**src/rtl/hazard_control_unit.sv**
```systemverilog
// Pipeline hazard sequencer: load-use stalls, branch squashes, dmem wait/timeout.
// Define HAZARD_PERF_CNT_EN to build the saturating performance counters.
module hazard_control_unit #(
   parameter int unsigned MEM_TIMEOUT = 16,
   parameter int unsigned CNT_W       = 32
) (
   input  logic             clk,
   input  logic             rst,
   input  logic [4:0]       rs1_if_id,
   input  logic [4:0]       rs2_if_id,
   input  logic             use_rs1_if_id,
   input  logic             use_rs2_if_id,
   input  logic [4:0]       rd_id_ex,
   input  logic             mem_read_id_ex,
   input  logic             branch_taken_ex,
   input  logic             dmem_req,
   input  logic             dmem_ready,
   output logic             pc_write,
   output logic             if_id_write,
   output logic             if_id_flush,
   output logic             id_ex_write,
   output logic             id_ex_flush,
   output logic             ex_mem_write,
   output logic             mem_wb_bubble,
   output logic             mem_timeout,
   output logic [CNT_W-1:0] stall_cycles,
   output logic [CNT_W-1:0] load_use_events,
   output logic [CNT_W-1:0] flush_events
);

   localparam logic [1:0] S_RUN  = 2'd0;
   localparam logic [1:0] S_WAIT = 2'd1;
   localparam logic [1:0] S_ERR  = 2'd2;

   localparam logic [7:0] WAIT_LAST = 8'(MEM_TIMEOUT - 1);

   logic [1:0] state_q, state_d;
   logic [7:0] wait_q, wait_d;
   logic       mem_stall;
   logic       freeze;
   logic       lu;

   assign mem_stall = dmem_req & ~dmem_ready;
   assign freeze    = mem_stall | (state_q == S_ERR);

   assign lu = mem_read_id_ex & (rd_id_ex != 5'd0) &
               ((use_rs1_if_id & (rd_id_ex == rs1_if_id)) |
                (use_rs2_if_id & (rd_id_ex == rs2_if_id)));

   always_comb begin
      state_d = state_q;
      wait_d  = wait_q;
      case (state_q)
         S_RUN: begin
            if (mem_stall) begin
               state_d = S_WAIT;
               wait_d  = 8'd1;
            end
         end
         S_WAIT: begin
            if (dmem_ready) begin
               state_d = S_RUN;
               wait_d  = 8'd0;
            end else if (wait_q == WAIT_LAST) begin
               state_d = S_ERR;
            end else begin
               wait_d = wait_q + 8'd1;
            end
         end
         S_ERR: begin
            state_d = S_ERR;
         end
         default: begin
            state_d = S_RUN;
            wait_d  = 8'd0;
         end
      endcase
   end

   always_ff @(posedge clk) begin
      if (rst) begin
         state_q <= S_RUN;
         wait_q  <= 8'd0;
      end else begin
         state_q <= state_d;
         wait_q  <= wait_d;
      end
   end

   // Priority: reset > freeze > branch > load-use > run
   always_comb begin
      pc_write      = 1'b1;
      if_id_write   = 1'b1;
      if_id_flush   = 1'b0;
      id_ex_write   = 1'b1;
      id_ex_flush   = 1'b0;
      ex_mem_write  = 1'b1;
      mem_wb_bubble = 1'b0;
      if (rst) begin
         pc_write      = 1'b0;
         if_id_write   = 1'b0;
         id_ex_write   = 1'b0;
         ex_mem_write  = 1'b0;
         if_id_flush   = 1'b1;
         id_ex_flush   = 1'b1;
         mem_wb_bubble = 1'b1;
      end else if (freeze) begin
         pc_write      = 1'b0;
         if_id_write   = 1'b0;
         id_ex_write   = 1'b0;
         ex_mem_write  = 1'b0;
         mem_wb_bubble = 1'b1;
      end else if (branch_taken_ex) begin
         if_id_flush = 1'b1;
         id_ex_flush = 1'b1;
      end else if (lu) begin
         pc_write    = 1'b0;
         if_id_write = 1'b0;
         id_ex_flush = 1'b1;
      end
   end

   assign mem_timeout = (state_q == S_ERR) & ~rst;

`ifdef HAZARD_PERF_CNT_EN
   logic [CNT_W-1:0] stall_q, lu_q, fl_q;
   logic             lu_ev, fl_ev;

   assign lu_ev = ~freeze & ~branch_taken_ex & lu;
   assign fl_ev = ~freeze & branch_taken_ex;

   always_ff @(posedge clk) begin
      if (rst) begin
         stall_q <= '0;
         lu_q    <= '0;
         fl_q    <= '0;
      end else begin
         if (~pc_write && ~&stall_q) stall_q <= stall_q + 1'b1;
         if (lu_ev && ~&lu_q)        lu_q    <= lu_q + 1'b1;
         if (fl_ev && ~&fl_q)        fl_q    <= fl_q + 1'b1;
      end
   end

   assign stall_cycles    = stall_q;
   assign load_use_events = lu_q;
   assign flush_events    = fl_q;
`else
   assign stall_cycles    = '0;
   assign load_use_events = '0;
   assign flush_events    = '0;
`endif

endmodule
```
**config.mk**
```make
export PLATFORM = sky130hd
export DESIGN_NAME = hazard_control_unit
export DESIGN_NICKNAME = d
export VERILOG_FILES = /design/src/rtl/hazard_control_unit.sv
export SDC_FILE = /design/constraint.sdc
export NUM_CORES = 1
export LEC_CHECK = 0
export ABC_AREA = 1
export CAP_MARGIN = 25
export CELL_PAD_IN_SITES_DETAIL_PLACEMENT = 0
export CELL_PAD_IN_SITES_GLOBAL_PLACEMENT = 2
export CORE_MARGIN = 10
export CORE_UTILIZATION = 16
export CTS_CLUSTER_SIZE = 40
export DETAILED_ROUTE_END_ITERATION = 6
export GPL_TIMING_DRIVEN = 0
export HOLD_SLACK_MARGIN = 0.15
export PLACE_DENSITY_LB_ADDON = 0.1
export SLEW_MARGIN = 5
export SYNTH_ARGS = -nofsm -noshare
export SYNTH_HDL_FRONTEND = slang
export SYNTH_SLANG_ARGS = --single-unit
export TNS_END_PERCENT = 30
```
**constraint.sdc**
```tcl
create_clock -name clk -period 1.5 [get_ports clk]
set_input_delay 0.3 -clock clk [delete_from_list [all_inputs] [get_ports clk]]
set_output_delay 0.3 -clock clk [all_outputs]
set_load 0.02 [all_outputs]
```
==> metrics.yaml, run 1 <==
outcome:
  status: "finished, violations left"
  violations: "negative setup slack"
critical_path:
  critPathKind: "input pin to primary output"
  crit_family: "simple AND/OR/NAND/NOR gates"
  crit_buf_inv: 5
  slowest_delay_ns: 0.12
  start_kind: "input pin"
  crit_top_cell: "nand2_1"
  end_kind: "primary output"
  crit_path_top_delay_cell: "nor2_1"
  path_cells: "buf_8 -> inv_4 -> nand2_2 -> nand2_1 -> nor2_1 -> nand3_1 -> nand2_1 -> nand3_1 -> nand2_1 -> inv_2 -> buf_6 -> buf_6"
  cp.required_ns: 1.20
  crit_arrival_ns: 1.21
  r2r_slack_ns: 0.13
  path_max_fanout: 4
floorplanning:
  dieArea_um2: 14800
  die_w_um: 122
  row_count: 37
  fp.coreArea_um2: 10200
  start_util_pct: 16.2
  fp.dieH_um: 122
  num_io_pins: 127
route:
  wl_um: 4840
  via_count: 1539
  vias_per_cell: 2.91
  wire_per_inst_um: 9.15
  antenna_left: 0
  route.detailed.drc: 0
  drt_iter0_drc: 22
  firstDrtPassIters: 4
cells_and_area:
  finalNonFillerCells: 529
  drive_gt1_share_pct: 45.9
  final_core_util_pct: 25.9
  layout.nets: 417
  syn_to_final_growth_pct: 59.6
global_routing:
  grt_usage_pct: 6.20
  grt_max_degree: 9
  antenna_found_initial: 1
  grt_pass1_wl_um: 7420
  gr-total-overflow: 0
  grt_pass1_vias: 1504
sta:
  rsz0062_at_grt: "true"
  fmax_mhz: 663
  hold_slack_ns: 0.374
  skew_ns: 0.00278
  fin_crit_sh_pct: 101
  hold_viol: 0
  slew_viol_final: 0
  tns_ns: -0.00901
  finalSetupViolCount: 1
  finalWorstSetupSlack_ns: -0.00901
  post-route-min-period_ns: 1.51
synth:
  yosys.area.top_type_share_pct: 44.6
  synth.avg_cell_area_um2: 6.32
  synthCells: 261
  synth_edf_count: 0
  ys_ff_latch: 10
  synthArstFlopShare_pct: 0
  synth_area_leader_cell: "buf_4"
  synth_cell_types: 22
  netlist_area_um2: 1650
  synth_ff_type: "dfxtp_1"
  yosys_warnings: 0
  synthTopCellsByArea: "buf_4 45%, dfxtp_1 12%, nand2_1 12%"
  synth.most_common_cell: "buf_4"
  ys_seq_area_share_pct: 12.1
  synthTopCellsByCount: "98 x buf_4, 53 x nand2_1, 33 x inv_1, 21 x nor2_1, 10 x dfxtp_1"
job:
  timing.max_cap.violations: 0
place:
  portBuffers: 29
  pre_cts_slack_ns: -0.985
  place_congestion: 0.722
  dp_cells: 521
  hpwl_um: 4440
power:
  powerDensity_nw_per_um2: 517
  peakVddDrop_uv: 182
  power.leakage_nw: 1.55
clock_network:
  cts_sinks: 10
  cts.path.max_buffers: 2
  cts_tree: "done"
  htree_levels: 1
  clkTransAtPathRegs_ns: 0.05
  cts_buffers: 3
  clock_latency_ns: 0.24
  root_buffer: "clkbuf_8"
worst_hold_path:
  min_path_type: "input pin to flop"
-- report_power, final --
group          switching, mW  leakage (nW)  internal [mW]
Combinational          0.423          1.44          0.305
Sequential            0.0123        0.0827          0.276
Clock                  0.115        0.0288          0.232
-- final timing paths --
kind	start	endpoint	cells past startpoint
worst min register to register	wait_q[1]	wait_q[1]	2
worst max register to register	wait_q[0]	wait_q[7]	7
worst min-delay path	rst	state_q[0]	2
worst max-delay path	rd_id_ex[4]	pc_write	12
-- flip-flops by register name, indices dropped and copies added (netlist names) --
| register | flops |
|---|---|
| state_q | 2 |
| wait_q | 8 |
-- per-stage QoR --
stage | instance area (um^2) | power (mW)
2_1_floorplan | 2010 | 0.840
3_3_place_gp | 2470 | 0.980
3_5_place_dp | 2470 | 0.977
4_1_cts | 2490 | 1.32
5_1_grt | 2630 | 1.45
6_report | 2630 | 1.36
-- final cells by class --
cell class | count | area [um^2]
Multi-Input combinational cell | 211 | 1000
Timing Repair Buffer | 32 | 305
Buffer | 99 | 744
Tap cell | 136 | 170
Inverter | 36 | 148
Clock buffer | 4 | 55.1
Antenna cell | 1 | 2.50
Sequential cell | 10 | 205
Fill cell | 1164 | 7550
-- timing repair --
| item | CTS | global route |
|---|---|---|
| endpoints found under the setup margin | 11 | 13 |
| hold endpoints to repair | 0 | 0 |
| resized for setup | 124 | 42 |
| gates cloned | 0 | 0 |
| buffers inserted | 1 | 2 |
| hold buffers | 0 | 0 |
| pin swaps | 25 | 32 |
-- routing by layer --
metal | GRT usage, % | up-vias | part of all wire, % | wire, um
met5 | 0 | - | 0 | 0
met4 | 1.34 | 0 | 0.56 | 27
met3 | 3.89 | 2 | 12 | 596
met2 | 11.4 | 54 | 54 | 2590
met1 | 5.70 | 622 | 34 | 1620
li1 | - | 861 | - | -
-- layout by cell type, fill, tap and decap left out, drive strengths merged, types with 2 or more instances in the layout --
cell	Yosys	final
nand4	5	5
inv	36	36
o21ai	9	9
nor2	24	24
a21oi	7	7
nand2	60	60
conb	1	96
dfxtp	10	10
nand3	7	7
clkbuf	1	7
clkdlybuf4s15	0	2
dlygate4sd2	0	2
buf	98	123
-- cells by family after synthesis --
kind of cell	count (synthesis)	synth area share, %
flip-flops	10	12.1
other	1	0.227
adder cells (fa/ha/maj)	1	0.758
buffers and inverters	135	53.1
AO/OA/AOI/OAI	17	6.67
AND/OR/NAND/NOR	97	27.1
Power figures use the tool's default switching activity.
==> inputs of run 2 (changes only) <==
- CORE_UTILIZATION: 16 -> 29
- DONT_BUFFER_PORTS: default -> 1
==> run 2 against run 1 <==
Against the previous run: critical path depth fell by 5; via count fell by 9.4%; utilization rose by 16 points; sequential share of layout area rose by 1.4 points; cell area fell by 13%; sequential cell count did not move; register-to-register slack barely moved; non-clock buffer count fell by 24; setup slack got worse by 0.084 ns; the run still ends with negative setup slack left; largest power group unchanged.
==> metrics.yaml, run 2 (synthesized netlist as in run 1, its figures left out) <==
route:
  antenna_left: 0
  vias_per_cell: 3.17
  wire_per_inst_um: 9.62
  drt_iter0_drc: 16
  wl_um: 4230
  via_count: 1394
  route.detailed.drc: 0
  firstDrtPassIters: 2
floorplanning:
  fp.dieH_um: 95.4
  dieArea_um2: 9110
  num_io_pins: 127
  die_w_um: 95.4
  start_util_pct: 30.0
  fp.coreArea_um2: 5510
  row_count: 27
sta:
  post-route-min-period_ns: 1.59
  finalSetupViolCount: 1
  fmax_mhz: 628
  hold_slack_ns: 0.263
  slew_viol_final: 0
  finalWorstSetupSlack_ns: -0.0930
  skew_ns: 0.00352
  fin_crit_sh_pct: 106
  rsz0062_at_grt: "true"
  hold_viol: 0
place:
  dp_cells: 428
  hpwl_um: 3930
  portBuffers: 0
  place_area_um2: 2100
  place_congestion: 0.744
cells_and_area:
  layout.nets: 393
  fillers: 612
  final_cell_mix: "105 x buf_4, 96 x conb_1, 47 x nand2_1"
  drive_gt1_share_pct: 38.9
  num_antenna_cells: 0
  fin_area_um2: 2290
  seqCellArea_um2: 210
  layout_commonest_cell: "buf_4"
  largestRegisters: "wait_q (8), state_q (2)"
  top_register: "wait_q"
  multiInputGateArea_um2: 990
  syn_to_final_growth_pct: 38.7
  finalNonFillerCells: 440
  largest_reg_flops: 8
global_routing:
  grt_pass1_wl_um: 6540
  grt_max_degree: 9
  grt_usage_pct: 8.97
  gr-total-overflow: 0
  grt_pass1_vias: 1343
  antenna_found_initial: 0
clock_network:
  cts_buffers: 3
  root_buffer: "clkbuf_8"
  clkTransAtPathRegs_ns: 0.05
  htree_levels: 1
  cts_sinks: 10
  cts.path.max_buffers: 2
  clock_latency_ns: 0.24
  cts_tree: "done"
critical_path:
  cp.required_ns: 1.20
  crit_buf_inv: 3
  start_kind: "flop"
  path_cells: "inv_2 -> nand2_4 -> nand2_4 -> nor2_4 -> nand2_2 -> inv_4 -> buf_6"
  crit_family: "simple AND/OR/NAND/NOR gates"
  critPathKind: "flop to primary output"
  end_kind: "primary output"
  path_max_fanout: 4
  crit_arrival_ns: 1.29
  slowest_delay_ns: 0.33
  crit_top_cell: "nand2_4"
  crit_path_top_delay_cell: "dfxtp_2"
power:
  seqPwrFrac_pct: 22.3
  powerDensity_nw_per_um2: 557
  pwr-share-clk_pct: 27.2
  p_comb_share_pct: 50.4
  peakVddDrop_uv: 354
  power.total_mw: 1.27
  intPower_mw: 0.754
  net-switching-power_mw: 0.521
  p_sw_share_pct: 40.8
  power.leakage_nw: 1.42
worst_hold_path:
  min_path_type: "input pin to flop"
job:
  timing.max_cap.violations: 0
outcome:
  status: "finished, violations left"
  violations: "negative setup slack"
-- run 2: final timing paths --
kind	end	depth (start not counted)	from	slack, ns
max	pc_write	7	state_q[0]	-0.09
min	state_q[0]	3	dmem_ready	0.26
max reg2reg	wait_q[1]	7	wait_q[0]	0.13
min reg2reg	wait_q[2]	2	wait_q[2]	0.48
-- run 2: through the flow --
stage / TNS, ns / util, % / worst slack (ns)
6_report: -0.0930 / 41.6 / -0.0930
5_1_grt: -0.406 / 41.6 / -0.190
4_1_cts: -0.313 / 40.4 / -0.146
3_5_place_dp: -0.717 / 38.1 / -0.291
3_3_place_gp: -0.678 / 38.1 / -0.295
2_1_floorplan: -0.0517 / - / -0.0517
-- run 2: layer usage --
metal  part of all wire, %  track usage, %  routed length (um)  up-vias
met2                    53            16.4                2230       61
met4                  0.54            1.11                  23        0
li1                      -               -                   -      806
met5                     0               0                   0        -
met1                    29            7.62                1230      523
met3                    18            7.38                 749        4
-- run 2: cell type report --
type / count / area share (%)
Inverter: 36 / 6.12
Sequential cell: 10 / 9.18
Clock buffer: 4 / 2.40
Tap cell: 72 / 3.93
Multi-Input combinational cell: 211 / 43.2
Buffer: 99 / 32.5
Timing Repair Buffer: 8 / 2.62
-- run 2: worst register-to-register path, stage by stage (launching register included) --
cell     delay (ns)
dfxtp_4        0.36
ha_4           0.13
nand2_2        0.08
nor2_4         0.15
nand3_4        0.11
o21ai_4        0.25
nand2_1        0.08
a21oi_1        0.12
-- run 2: timing repair --
action,CTS,global route
pin swaps,3,5
gates resized for setup,15,10
setup endpoints to repair,7,12
setup buffers,4,4
endpoints found under the hold margin,0,0
hold buffers,0,0
-- run 2: power groups by stage --
| stage | combinational [mW] | sequential (mW) | clock (mW) |
|---|---|---|---|
| finish | 0.643 | 0.284 | 0.347 |
| floorplan | 0.553 | 0.287 | 0 |
| CTS | 0.616 | 0.281 | 0.358 |
| global placement | 0.587 | 0.288 | 0 |
| global route | 0.708 | 0.285 | 0.370 |
| detailed placement | 0.585 | 0.288 | 0 |
